### config.mk
export PLATFORM = sky130hd
export DESIGN_NAME = dmem_port_arbiter_flat
export DESIGN_NICKNAME = d
export VERILOG_FILES = /design/src/rtl/dmem_arb_pkg.sv /design/src/rtl/dmem_port_arbiter_if.sv /design/src/rtl/dmem_port_arbiter_wait_counter.sv /design/src/rtl/dmem_port_arbiter.sv /design/src/flat_wrapper.sv
export SDC_FILE = /design/constraint.sdc
export NUM_CORES = 1
export LEC_CHECK = 0
export BUFFER_PORTS_ARGS = -buffer_cell sky130_fd_sc_hd__buf_2
export CAP_MARGIN = 20
export CORE_AREA = 2 2 117 119
export CTS_CLUSTER_SIZE = 28
export DETAILED_ROUTE_END_ITERATION = 6
export DIE_AREA = 0 0 119 121
export PLACE_DENSITY_LB_ADDON = 0.2
export SLEW_MARGIN = 10
export SYNTH_ARGS = -nofsm -noshare
export SYNTH_HDL_FRONTEND = slang
export SYNTH_SLANG_ARGS = --single-unit
### constraint.sdc
create_clock -name clk -period 1.85 [get_ports clk]
set_input_delay 0.2775 -clock clk [delete_from_list [all_inputs] [get_ports clk]]
set_output_delay 0.2775 -clock clk [all_outputs]
set_load 0.01 [all_outputs]
### src/rtl/dmem_arb_pkg.sv
// Shared types and constants for the data-memory port arbiter.
// ADDR_LIMIT_DEFAULT and addr_bad() only matter when DMEM_ARB_ADDR_CHECK_EN is defined.
package dmem_arb_pkg;

   localparam int DATA_W             = 32;
   localparam int ADDR_W             = 32;
   localparam int MAX_WAIT_DEFAULT   = 4;
   localparam int ADDR_LIMIT_DEFAULT = 256;

   typedef enum logic [1:0] {
      ST_PIPE    = 2'd0,
      ST_DBG     = 2'd1,
      ST_RECOVER = 2'd2
   } arb_state_e;

   // An access is illegal when it is beyond the implemented memory or not word aligned.
   function automatic logic addr_bad(input logic [ADDR_W-1:0] addr, input int unsigned limit);
      return (addr >= ADDR_W'(limit)) || (addr[1:0] != 2'b00);
   endfunction

endpackage

### src/rtl/dmem_port_arbiter_if.sv
// Bundles the pipeline, debug and memory-side signals of the arbiter.
// addr_err exists only when DMEM_ARB_ADDR_CHECK_EN is defined.
interface dmem_port_arbiter_if;
   import dmem_arb_pkg::*;

   logic              p_rd;
   logic              p_wr;
   logic [ADDR_W-1:0] p_addr;
   logic [DATA_W-1:0] p_wdata;
   logic [DATA_W-1:0] p_rdata;
   logic              p_stall;

   logic              d_valid;
   logic              d_we;
   logic [ADDR_W-1:0] d_addr;
   logic [DATA_W-1:0] d_wdata;
   logic              d_ready;
   logic              d_rvalid;
   logic [DATA_W-1:0] d_rdata;

   logic              mem_rd;
   logic              mem_wr;
   logic [ADDR_W-1:0] mem_addr;
   logic [DATA_W-1:0] mem_wdata;
   logic [DATA_W-1:0] mem_rdata;
`ifdef DMEM_ARB_ADDR_CHECK_EN
   logic              addr_err;
`endif

   // The arbiter itself sits on the slave side of this bundle.
   modport slave (
      input  p_rd, p_wr, p_addr, p_wdata,
      input  d_valid, d_we, d_addr, d_wdata,
      input  mem_rdata,
      output p_rdata, p_stall,
      output d_ready, d_rvalid, d_rdata,
      output mem_rd, mem_wr, mem_addr, mem_wdata
`ifdef DMEM_ARB_ADDR_CHECK_EN
      , output addr_err
`endif
   );

   modport master (
      output p_rd, p_wr, p_addr, p_wdata,
      output d_valid, d_we, d_addr, d_wdata,
      output mem_rdata,
      input  p_rdata, p_stall,
      input  d_ready, d_rvalid, d_rdata,
      input  mem_rd, mem_wr, mem_addr, mem_wdata
`ifdef DMEM_ARB_ADDR_CHECK_EN
      , input addr_err
`endif
   );

endinterface

### src/rtl/dmem_port_arbiter_wait_counter.sv
// Starvation counter for the debug port: counts cycles D is blocked by P and flags
// the blocked cycle that should trigger a forced grant on the following cycle.
module arb_wait_counter #(
   parameter int MAX_WAIT = 4
) (
   input  logic clk,
   input  logic rst_n,
   input  logic clr,
   input  logic inc,
   output logic hit
);

   localparam int CNT_W = $clog2(MAX_WAIT + 1);

   logic [CNT_W-1:0] wait_cnt;

   always_ff @(posedge clk or negedge rst_n) begin
      if (!rst_n) begin
         wait_cnt <= '0;
      end else if (clr) begin
         wait_cnt <= '0;
      end else if (inc && (wait_cnt != CNT_W'(MAX_WAIT))) begin
         wait_cnt <= wait_cnt + CNT_W'(1);
      end
   end

   // Fires on the blocked cycle whose increment brings the count to MAX_WAIT-1,
   // so D is force-granted on its MAX_WAIT-th cycle of waiting.
   assign hit = inc && ((32'(wait_cnt) + 32'd1) >= 32'(MAX_WAIT - 1));

endmodule

### src/rtl/dmem_port_arbiter.sv
// Arbitrates the single-port data memory between the pipeline (priority) and the debug port.
// Define DMEM_ARB_ADDR_CHECK_EN to suppress out-of-range/misaligned accesses and pulse addr_err.
module dmem_port_arbiter
   import dmem_arb_pkg::*;
#(
   parameter int MAX_WAIT = MAX_WAIT_DEFAULT
`ifdef DMEM_ARB_ADDR_CHECK_EN
   , parameter int ADDR_LIMIT = ADDR_LIMIT_DEFAULT
`endif
) (
   input logic                clk,
   input logic                rst_n,
   dmem_port_arbiter_if.slave bus
);

   arb_state_e        state;
   arb_state_e        state_nxt;
   logic              p_req;
   logic              grant_p;
   logic              grant_d;
   logic              d_ready;
   logic              d_hs;
   logic              d_rd_hs;
   logic              cnt_inc;
   logic              cnt_clr;
   logic              cnt_hit;
   logic              issue_rd;
   logic              issue_wr;
   logic              issue_bad;
   logic [ADDR_W-1:0] issue_addr;
   logic [DATA_W-1:0] issue_wdata;
   logic [DATA_W-1:0] p_rdata;
   logic              d_rvalid_q;
   logic [DATA_W-1:0] d_rdata_q;

   assign p_req   = bus.p_rd | bus.p_wr;
   assign d_hs    = bus.d_valid & d_ready;
   assign d_rd_hs = d_hs & ~bus.d_we;

   // D only accumulates wait time while it is actually being pushed aside in normal mode.
   assign cnt_inc = (state == ST_PIPE) & bus.d_valid & p_req;
   assign cnt_clr = ~bus.d_valid | d_hs | (state == ST_DBG);

   arb_wait_counter #(
      .MAX_WAIT(MAX_WAIT)
   ) u_wait_cnt (
      .clk  (clk),
      .rst_n(rst_n),
      .clr  (cnt_clr),
      .inc  (cnt_inc),
      .hit  (cnt_hit)
   );

   always_ff @(posedge clk or negedge rst_n) begin
      if (!rst_n) begin
         state <= ST_PIPE;
      end else begin
         state <= state_nxt;
      end
   end

   // A forced debug grant is always followed by one recover cycle before normal priority resumes.
   always_comb begin
      state_nxt = state;
      case (state)
         ST_PIPE:    if (cnt_hit) state_nxt = ST_DBG;
         ST_DBG:     state_nxt = ST_RECOVER;
         ST_RECOVER: state_nxt = ST_PIPE;
         default:    state_nxt = ST_PIPE;
      endcase
   end

   always_comb begin
      grant_p = 1'b0;
      grant_d = 1'b0;
      d_ready = 1'b0;
      case (state)
         ST_PIPE: begin
            grant_p = p_req;
            grant_d = ~p_req & bus.d_valid;
            d_ready = ~p_req & bus.d_valid;
         end
         ST_DBG: begin
            grant_d = 1'b1;
            d_ready = 1'b1;
         end
         ST_RECOVER: begin
            grant_p = p_req;
         end
         default: begin
            grant_p = 1'b0;
         end
      endcase
   end

   // Only a granted port with a live request reaches the memory; everything else reads as zero.
   always_comb begin
      issue_rd    = 1'b0;
      issue_wr    = 1'b0;
      issue_addr  = '0;
      issue_wdata = '0;
      p_rdata     = '0;
      if (grant_p) begin
         issue_wr    = bus.p_wr;
         issue_rd    = bus.p_rd & ~bus.p_wr;
         issue_addr  = bus.p_addr;
         issue_wdata = bus.p_wdata;
         if (bus.p_rd) begin
            p_rdata = bus.mem_rdata;
         end
      end else if (grant_d && bus.d_valid) begin
         issue_wr    = bus.d_we;
         issue_rd    = ~bus.d_we;
         issue_addr  = bus.d_addr;
         issue_wdata = bus.d_wdata;
      end
   end

`ifdef DMEM_ARB_ADDR_CHECK_EN
   logic addr_err_q;

   assign issue_bad = (grant_p | (grant_d & bus.d_valid)) & addr_bad(issue_addr, ADDR_LIMIT);

   always_ff @(posedge clk or negedge rst_n) begin
      if (!rst_n) begin
         addr_err_q <= 1'b0;
      end else begin
         addr_err_q <= issue_bad;
      end
   end

   assign bus.addr_err = addr_err_q;
`else
   assign issue_bad = 1'b0;
`endif

   // Debug read data is captured at the handshake edge and presented for exactly one cycle.
   always_ff @(posedge clk or negedge rst_n) begin
      if (!rst_n) begin
         d_rvalid_q <= 1'b0;
         d_rdata_q  <= '0;
      end else begin
         d_rvalid_q <= d_rd_hs;
         if (d_rd_hs) begin
            d_rdata_q <= issue_bad ? '0 : bus.mem_rdata;
         end
      end
   end

   assign bus.mem_rd    = issue_rd & ~issue_bad;
   assign bus.mem_wr    = issue_wr & ~issue_bad;
   assign bus.mem_addr  = issue_addr;
   assign bus.mem_wdata = issue_wdata;
   assign bus.p_rdata   = p_rdata;
   assign bus.p_stall   = p_req & ~grant_p;
   assign bus.d_ready   = d_ready;
   assign bus.d_rvalid  = d_rvalid_q;
   assign bus.d_rdata   = d_rdata_q;

endmodule

### src/flat_wrapper.sv
// flat-port wrapper written by rule: the top's interface ports become plain ports
module dmem_port_arbiter_flat import dmem_arb_pkg::*;
#(
   parameter int MAX_WAIT = MAX_WAIT_DEFAULT

)
  (clk, rst_n, bus_p_rd, bus_p_wr, bus_p_addr, bus_p_wdata, bus_d_valid, bus_d_we, bus_d_addr, bus_d_wdata, bus_mem_rdata, bus_p_rdata, bus_p_stall, bus_d_ready, bus_d_rvalid, bus_d_rdata, bus_mem_rd, bus_mem_wr, bus_mem_addr, bus_mem_wdata);
  dmem_port_arbiter_if bus_i ();
  input logic clk;
  input logic rst_n;
  input wire logic [$bits(bus_i.p_rd)-1:0] bus_p_rd;
  input wire logic [$bits(bus_i.p_wr)-1:0] bus_p_wr;
  input wire logic [$bits(bus_i.p_addr)-1:0] bus_p_addr;
  input wire logic [$bits(bus_i.p_wdata)-1:0] bus_p_wdata;
  input wire logic [$bits(bus_i.d_valid)-1:0] bus_d_valid;
  input wire logic [$bits(bus_i.d_we)-1:0] bus_d_we;
  input wire logic [$bits(bus_i.d_addr)-1:0] bus_d_addr;
  input wire logic [$bits(bus_i.d_wdata)-1:0] bus_d_wdata;
  input wire logic [$bits(bus_i.mem_rdata)-1:0] bus_mem_rdata;
  output wire logic [$bits(bus_i.p_rdata)-1:0] bus_p_rdata;
  output wire logic [$bits(bus_i.p_stall)-1:0] bus_p_stall;
  output wire logic [$bits(bus_i.d_ready)-1:0] bus_d_ready;
  output wire logic [$bits(bus_i.d_rvalid)-1:0] bus_d_rvalid;
  output wire logic [$bits(bus_i.d_rdata)-1:0] bus_d_rdata;
  output wire logic [$bits(bus_i.mem_rd)-1:0] bus_mem_rd;
  output wire logic [$bits(bus_i.mem_wr)-1:0] bus_mem_wr;
  output wire logic [$bits(bus_i.mem_addr)-1:0] bus_mem_addr;
  output wire logic [$bits(bus_i.mem_wdata)-1:0] bus_mem_wdata;
  assign bus_i.p_rd = bus_p_rd;
  assign bus_i.p_wr = bus_p_wr;
  assign bus_i.p_addr = bus_p_addr;
  assign bus_i.p_wdata = bus_p_wdata;
  assign bus_i.d_valid = bus_d_valid;
  assign bus_i.d_we = bus_d_we;
  assign bus_i.d_addr = bus_d_addr;
  assign bus_i.d_wdata = bus_d_wdata;
  assign bus_i.mem_rdata = bus_mem_rdata;
  assign bus_p_rdata = bus_i.p_rdata;
  assign bus_p_stall = bus_i.p_stall;
  assign bus_d_ready = bus_i.d_ready;
  assign bus_d_rvalid = bus_i.d_rvalid;
  assign bus_d_rdata = bus_i.d_rdata;
  assign bus_mem_rd = bus_i.mem_rd;
  assign bus_mem_wr = bus_i.mem_wr;
  assign bus_mem_addr = bus_i.mem_addr;
  assign bus_mem_wdata = bus_i.mem_wdata;
  dmem_port_arbiter #(.MAX_WAIT(MAX_WAIT)) u_core (.clk(clk), .rst_n(rst_n), .bus(bus_i));
endmodule
==> results_tabular.tex, run 1 <==
\begin{tabular}{lr}
\hline
Metric & Value \\
\hline
\multicolumn{2}{l}{\textbf{Status}} \\
Status & finished, violations left \\
Failing checks & negative setup slack \\
\multicolumn{2}{l}{\textbf{Route}} \\
Post-detailed-route count of antenna-violating nets & 0 \\
Number of design-rule violations left by the first detailed-router iteration & 178 \\
Detailed-route via count & approximately 3100 \\
Total wire length & 11.98 mm \\
Routed WL per cell & around 17 um \\
Vias per cell & about 4.4 \\
First-pass DRT Iterations & 4 \\
DRC errors left & 0 \\
\multicolumn{2}{l}{\textbf{Critical path}} \\
CP Data Arrival Time & $\sim$1600 ps \\
Crit path max fanout & 8 \\
Critical path class & flop to primary output \\
Sort of element at the end of the critical path & primary output \\
Count of cells along the worst register-to-register path & 5 \\
Worst reg-to-reg setup slack & $\sim$240 ps \\
Data required time of the worst path & $\sim$1600 ps \\
Type of origin of the critical path & flop \\
Origin of the worst setup path & u\_core.state[0]\$\_DFFE\_PN0P\_ \\
Reg2Reg Capture Point & u\_core.bus.d\_rdata[5]\$\_DFFE\_PN0P\_ \\
Startpoint of the lowest-slack register-to-register path & u\_core.state[0]\$\_DFFE\_PN0P\_ \\
Capture point of the worst path & bus\_mem\_addr[17] \\
\multicolumn{2}{l}{\textbf{Timing}} \\
Tcrit/Tclk final & 103.7\% \\
Worst-case headroom to the max-slew limit & 72.79\% \\
Achievable clock frequency & between 500 and 600 MHz \\
Setup repair after global routing missed its margin & true \\
Final Setup Violations & 65 \\
Accumulated negative setup slack & -2292 ps \\
Slew at the pin with the worst max-slew slack & $\sim$410 ps \\
Total count of hold-check failures in the final report & 0 \\
Worst hold margin & 242.0 ps \\
Post-route minimum period & between 1500 and 2000 ps \\
Fin Clk Skew & 11.58 ps \\
Setup ws final & -67.92 ps \\
Number of max-slew violations in the final report & 0 \\
\multicolumn{2}{l}{\textbf{Yosys}} \\
Gate Count Post-Synth & 226 \\
Yosys cell types & 28 \\
Synthesized netlist net count & 394 \\
Average size of a mapped cell & between 10 and 15 um\^{}2 \\
Post-synthesis sequential area ratio & 36.89\% \\
Library cell occupying the most area in the post-synthesis netlist & dfrtp\_1 \\
Share of flip-flops with an asynchronous set or reset & 100.0\% \\
Count of flip-flops with a built-in enable after synthesis & 0 \\
Most area-consuming cells after synthesis & dfrtp\_1 (37\%), a22o\_1 (22\%), mux2\_4 (16\%) \\
Number of synthesized register bits & 38 \\
Number of warnings printed during yosys synthesis & 0 \\
Ranking of synthesized cells by instance count & a22o\_1 (65), dfrtp\_1 (38), and2\_1 (32) \\
Top-area cell type share of the netlist area & 36.89\% \\
Post-synthesis cell area & 2577 um\^{}2 \\
Most instantiated flip-flop cell in the synthesis netlist & dfrtp\_1 \\
Leading cell type by number of instances after synthesis & a22o\_1 \\
\multicolumn{2}{l}{\textbf{Worst hold path}} \\
Hold Path Class & primary input to flop \\
\multicolumn{2}{l}{\textbf{Clock tree}} \\
Insertion delay to the later sink of the worst-skew pair & $\sim$280 ps \\
H-tree lvl count & 2 \\
Clock-pin transition on the worst setup and hold timing paths & roughly 60 ps \\
Buffers from clock root to sink, at most & 2 \\
Inserted Clock Buffers & 5 \\
Clk Tree Root Cell & clkbuf\_16 \\
Sinks on Clock Net & 38 \\
TritonCTS clock tree & yes \\
\multicolumn{2}{l}{\textbf{Cells and area}} \\
Nets & between 600 and 700 \\
Area grow syn2layout & 79.85\% \\
Final standard cell utilization of the core & about 35\% \\
Non-filler instance count after layout & $\sim$700 \\
Share of post-route cells with drive strength above 1 & between 60\% and 70\% \\
\multicolumn{2}{l}{\textbf{Global routing}} \\
Pin count of the biggest net entering global routing & $\sim$70 \\
GRT Total Usage & around 15\% \\
First-pass GRT wire length & $\sim$17 mm \\
Vias in the first global route & 2946 \\
Number of antenna violations at the first check in global routing & 1 \\
Overflow left after global routing & 0 \\
\multicolumn{2}{l}{\textbf{Die}} \\
Die Width & 119 um \\
Die extent in y & between 100 and 150 um \\
Effective utilization at floorplan & about a fifth \\
Floorplan die area & 14400 um\^{}2 \\
Number of top-level pins & between 200 and 300 \\
Placeable core region & 13090 um\^{}2 \\
Count of standard-cell rows & 42 \\
\multicolumn{2}{l}{\textbf{Power and ir drop}} \\
Switching share of power & a little under a third \\
Leakage power figure & 0.002617 uW \\
Cell internal pwr & about 2600 uW \\
Reg power frac & a little under a third \\
Combinational share of power & about 44\% \\
Net switching component of the power & $\sim$1200 uW \\
Power density of the placed cells & between 800 and 900 nW/um\^{}2 \\
Peak supply drop & $\sim$0.34 mV \\
Overall power after layout & $\sim$3800 uW \\
Part of the total power dissipated in the clock network & between 20\% and 30\% \\
\multicolumn{2}{l}{\textbf{Run}} \\
\# Max-Cap Violations & 0 \\
\multicolumn{2}{l}{\textbf{Placed design}} \\
Number of input and output port buffers inserted & 298 \\
Instance count after placement with tap cells included & around 700 \\
DP Wirelength & around 9 mm \\
Final GP Congestion & 0.8052 \\
\hline
\end{tabular}
==> registers in the layout, summed over array words and instances, names as in the netlist <==
signal                      cells
u_core.bus.d_rdata             32
u_core.bus.d_rvalid             1
u_core.state                    2
u_core.u_wait_cnt.wait_cnt      3
==> routing by layer <==
layer | vias up | global-route usage [%] | part of all wire, %
li1 | 1450 | - | -
met2 | 179 | 25.22 | 49
met1 | 1447 | 18.86 | 41
met4 | 0 | 3.497 | 0.94
met5 | - | 0 | 0
met3 | 8 | 3.994 | 9.6
==> kinds of logic after synthesis <==
logic type,synth area share (%)
AO/OA/AOI/OAI,24.95
AND/OR/NAND/NOR,11.46
flip-flops,36.89
multiplexers,18.06
buffers and inverters,7.670
adder cells (fa/ha/maj),0.9707
==> power by group through the flow <==
stage          Sequential [uW]  Clock (uW)  Combinational, uW
5_1_grt                   1200        1050               1780
3_5_place_dp              1180           0               1560
2_1_floorplan             1280           0                755
6_report                  1160         981               1650
4_1_cts                   1160        1020               1620
3_3_place_gp              1170           0               1560
==> worst min path at each step <==
stage / from / to / cells after the start
CTS: bus_mem_rdata[11] / u_core.bus.d_rdata[11]$_DFFE_PN0P_ / 2
floorplan: rst_n / u_core.bus.d_rdata[0]$_DFFE_PN0P_ / 0
global placement: rst_n / u_core.bus.d_rdata[11]$_DFFE_PN0P_ / 1
detailed placement: rst_n / u_core.bus.d_rdata[11]$_DFFE_PN0P_ / 1
finish: bus_mem_rdata[4] / u_core.bus.d_rdata[4]$_DFFE_PN0P_ / 2
global route: bus_mem_rdata[11] / u_core.bus.d_rdata[11]$_DFFE_PN0P_ / 2
==> through the flow <==
stage               area [um^2]  setup WS (ps)
floorplan                  2577          330.9
global placement           4215          150.1
detailed placement         4215          129.3
CTS                        4502         -101.2
global route               4633         -122.9
finish                     4636         -67.92
==> layout make-up <==
cell class	count	area, um^2
Antenna cell	1	2.502
Clock buffer	6	138.9
Clock inverter	1	30.03
Fill cell	1352	8449
Inverter	7	26.28
Multi-Input combinational cell	159	1443
Sequential cell	38	952.2
Tap cell	176	220.2
Timing Repair Buffer	314	1823
==> cell usage in the layout, fill, tap and decap left out, types with 3 or more instances in the layout <==
master / Yosys / layout
nand2_1: 3 / 3
a22o_1: 65 / 65
clkbuf_16: 0 / 9
inv_1: 7 / 7
buf_4: 3 / 3
dfrtp_1: 38 / 37
buf_12: 0 / 4
a21oi_1: 4 / 4
mux2_2: 4 / 4
buf_16: 0 / 3
and2_1: 32 / 32
nor2_1: 5 / 5
mux2_4: 28 / 28
buf_2: 2 / 294
buf_6: 10 / 5
==> what timing repair did <==
item                                   4_1_cts  5_1_grt
hold buffers                                 1        0
resized for setup                            7        4
buffers inserted                             2        1
cloned                                       2        5
pin swaps                                    7        7
endpoints found under the hold margin       15        0
setup endpoints to repair                   65       65
==> worst max-delay path: stages (launching register included) <==
cell,delay (ps)
dfrtp_1,380
o21ba_4,260
nor3_4,50
buf_12,160
clkbuf_16,170
a22o_1,190
buf_2,140
Note: power is estimated with default switching activity, not from simulation.
==> inputs of run 2 (changes only) <==
--- a/config.mk
+++ b/config.mk
@@ -7,7 +7,7 @@
 export LEC_CHECK = 0
 export BUFFER_PORTS_ARGS = -buffer_cell sky130_fd_sc_hd__buf_2
 export CAP_MARGIN = 20
-export CORE_AREA = 2 2 117 119
+export CORE_AREA = 5 5 114 116
 export CTS_CLUSTER_SIZE = 28
 export DETAILED_ROUTE_END_ITERATION = 6
 export DIE_AREA = 0 0 119 121
==> results_tabular.tex, run 2 (synthesis gave the netlist of run 1 again) <==
\begin{tabular}{lr}
\hline
Metric & Value \\
\hline
\multicolumn{2}{l}{\textbf{Timing}} \\
Setup ws final & -107.4 ps (-39.49 ps) \\
Achievable clock frequency & 510.9 MHz (-2.0\%) \\
Slew at the pin with the worst max-slew slack & 247.4 ps (-160.7 ps) \\
Fin Clk Skew & 8.709 ps (-2.868 ps) \\
Final Setup Violations & 57 (-12\%) \\
Number of max-slew violations in the final report & 0 (unchanged) \\
Setup repair after global routing missed its margin & true \\
Total count of hold-check failures in the final report & 0 (unchanged) \\
Tcrit/Tclk final & 105.8\% (+2.1 points) \\
Worst-case headroom to the max-slew limit & 83.49\% (+11 points) \\
Post-route minimum period & 1957 ps (+39.49 ps) \\
\multicolumn{2}{l}{\textbf{Run}} \\
\# Max-Cap Violations & 0 (unchanged) \\
\multicolumn{2}{l}{\textbf{Critical path}} \\
Count of cells along the worst register-to-register path & 5 (unchanged) \\
Slowest-stage cell, CP & dfrtp\_1 \\
CP Data Arrival Time & 1680 ps (+40 ps) \\
Sort of element at the end of the critical path & primary output \\
Cells along the critical path & o21ba\_4 -> nor3\_4 -> buf\_6 -> buf\_12 -> buf\_16 -> a22o\_1 -> buf\_2 \\
Crit path max fanout & 8 (unchanged) \\
Critical path class & flop to primary output \\
Data required time of the worst path & 1570 ps (about the same) \\
Worst path max stage delay & 380 ps (about the same) \\
Type of origin of the critical path & flop \\
\multicolumn{2}{l}{\textbf{Power and ir drop}} \\
Overall power after layout & 3790 uW (-0.10\%) \\
Peak supply drop & 0.3224 mV (-3.8\%) \\
Power density of the placed cells & 789.7 nW/um\^{}2 (-3.5\%) \\
Leakage power figure & 0.002712 uW (+3.6\%) \\
\multicolumn{2}{l}{\textbf{Die}} \\
Placeable core region & 11810 um\^{}2 (-9.7\%) \\
Effective utilization at floorplan & 21.82\% (+2.1 points) \\
Number of top-level pins & 299 (unchanged) \\
Die Width & 119 um (unchanged) \\
Floorplan die area & 14400 um\^{}2 (unchanged) \\
Die extent in y & 121 um (unchanged) \\
Count of standard-cell rows & 40 (-4.8\%) \\
\multicolumn{2}{l}{\textbf{Global routing}} \\
First-pass GRT wire length & 19.12 mm (+16\%) \\
GRT Total Usage & 17.13\% (+2.3 points) \\
Vias in the first global route & 3307 (+12\%) \\
Overflow left after global routing & 0 (unchanged) \\
Number of antenna violations at the first check in global routing & 5 (+4) \\
Pin count of the biggest net entering global routing & 39 (-43\%) \\
\multicolumn{2}{l}{\textbf{Clock tree}} \\
Sinks on Clock Net & 38 (unchanged) \\
Clock-pin transition on the worst setup and hold timing paths & 60 ps (about the same) \\
Inserted Clock Buffers & 5 (unchanged) \\
Buffers from clock root to sink, at most & 2 (unchanged) \\
TritonCTS clock tree & yes \\
Clk Tree Root Cell & clkbuf\_16 \\
Insertion delay to the later sink of the worst-skew pair & 280 ps (about the same) \\
H-tree lvl count & 2 (unchanged) \\
\multicolumn{2}{l}{\textbf{Placed design}} \\
Area post-placement & 4192 um\^{}2 (-0.56\%) \\
Final GP Congestion & 0.9042 (+12\%) \\
Instance count after placement with tap cells included & 655 (-4.2\%) \\
Number of input and output port buffers inserted & 298 (unchanged) \\
DP Wirelength & 9.879 mm (+10\%) \\
\multicolumn{2}{l}{\textbf{Cells and area}} \\
Area grow syn2layout & 86.21\% \\
Filler cell count & 1167 (-14\%) \\
Most common cell after layout, fill and taps aside & buf\_2 \\
Final instance area & 4800 um\^{}2 (+3.5\%) \\
Share of post-route cells with drive strength above 1 & 69.22\% (+1.0 points) \\
Non-filler instance count after layout & 684 (-2.6\%) \\
Nets & 703 (+1.4\%) \\
Commonest cells after routing, fill and taps aside & buf\_2 (290), a22o\_1 (63), dfrtp\_1 (37) \\
Flip-flop count of the largest register after layout & 32 (unchanged) \\
\multicolumn{2}{l}{\textbf{Route}} \\
Routed WL per cell & 19.91 um (+17\%) \\
Number of design-rule violations left by the first detailed-router iteration & 143 (-20\%) \\
Total wire length & 13.62 mm (+14\%) \\
Post-detailed-route count of antenna-violating nets & 0 (unchanged) \\
DRC errors left & 0 (unchanged) \\
First-pass DRT Iterations & 4 (unchanged) \\
Detailed-route via count & 3167 (+2.7\%) \\
Vias per cell & 4.630 (+5.4\%) \\
\multicolumn{2}{l}{\textbf{Status}} \\
Failing checks & negative setup slack \\
Status & finished, violations left \\
\multicolumn{2}{l}{\textbf{Worst hold path}} \\
Hold Path Class & primary input to flop \\
Worst hold path depth & 2 (unchanged) \\
\hline
\end{tabular}
[run 2: cell count changes in the layout (fill, tap and decap cells not counted)]
cell and delta:
a22o_1 -2, a22o_4 +2, buf_12 +1, buf_16 +4
buf_2 -4, buf_4 +3, buf_6 +6, bufinv_16 -1
clkinv_2 +1, clkinvlp_4 +1
[run 2: worst paths after layout]
check	slack, ps	startpoint	endpoint
worst max-delay path	-110	u_core.state[0]$_DFFE_PN0P_	bus_mem_wr
worst min-delay path	240	bus_mem_rdata[14]	u_core.bus.d_rdata[14]$_DFFE_PN0P_
worst max register to register	230	u_core.state[0]$_DFFE_PN0P_	u_core.bus.d_rdata[4]$_DFFE_PN0P_
worst min register to register	500	u_core.bus.d_rdata[25]$_DFFE_PN0P_	u_core.bus.d_rdata[25]$_DFFE_PN0P_
max in group asynchronous	1150	rst_n	u_core.state[1]$_DFFE_PN0P_
min in group asynchronous	500	rst_n	u_core.bus.d_rdata[13]$_DFFE_PN0P_
[run 2: final cells by class]
cell class / instances / area (um^2) / area share [%]
Tap cell: 147 / 183.9 / 3.832
Multi-Input combinational cell: 159 / 1460 / 30.42
Antenna cell: 1 / 2.502 / 0.05214
Inverter: 7 / 26.28 / 0.5474
Sequential cell: 38 / 952.2 / 19.84
Timing Repair Buffer: 324 / 2023 / 42.15
Clock inverter: 2 / 12.51 / 0.2607
Clock buffer: 6 / 138.9 / 2.894
[run 2: critical path, delay by kind of cell (launching register included)]
| kind | cells | cell delay [ps] |
|---|---|---|
| simple gates | 1 | 50 |
| compound gates | 2 | 410 |
| buf+inv | 4 | 550 |
| flops | 1 | 380 |
[run 2: power breakdown]
group / internal, uW / switching [uW] / total (uW)
Clock: 533 / 320 / 853
Sequential: 1050 / 113 / 1170
Combinational: 987 / 785 / 1770
[run 2: repair_timing]
| action | 4_1_cts | 5_1_grt |
|---|---|---|
| setup buffers | 6 | 3 |
| cloned | 7 | 4 |
| hold buffers | 1 | 0 |
| setup endpoints to repair | 65 | 65 |
| hold endpoints to repair | 38 | 0 |
| gates resized for setup | 17 | 8 |
| pin swaps | 2 | 2 |
[run 2: per-layer routing]
metal	GRT usage, %	share of wire [%]	wire length (um)	vias to the layer above
li1	-	-	-	1464
met1	19.41	37	5088	1454
met2	29.32	49	6671	219
met3	7.226	11	1533	22
met4	5.141	2.0	277	8
met5	0	0.34	46	-
[run 2: through the flow]
step | worst slack [ps] | utilization [%] | hold slack [ps] | TNS (ps)
after floorplan | 330.9 | - | -18.09 | 0
after global placement | 88.25 | 35.49 | 265.7 | 0
after detailed placement | 66.18 | 35.49 | 261.2 | 0
after CTS | -114.5 | 39.46 | 226.3 | -5423
after global routing | -172.6 | 40.64 | 227.2 | -7429
final | -107.4 | 40.64 | 238.3 | -3304
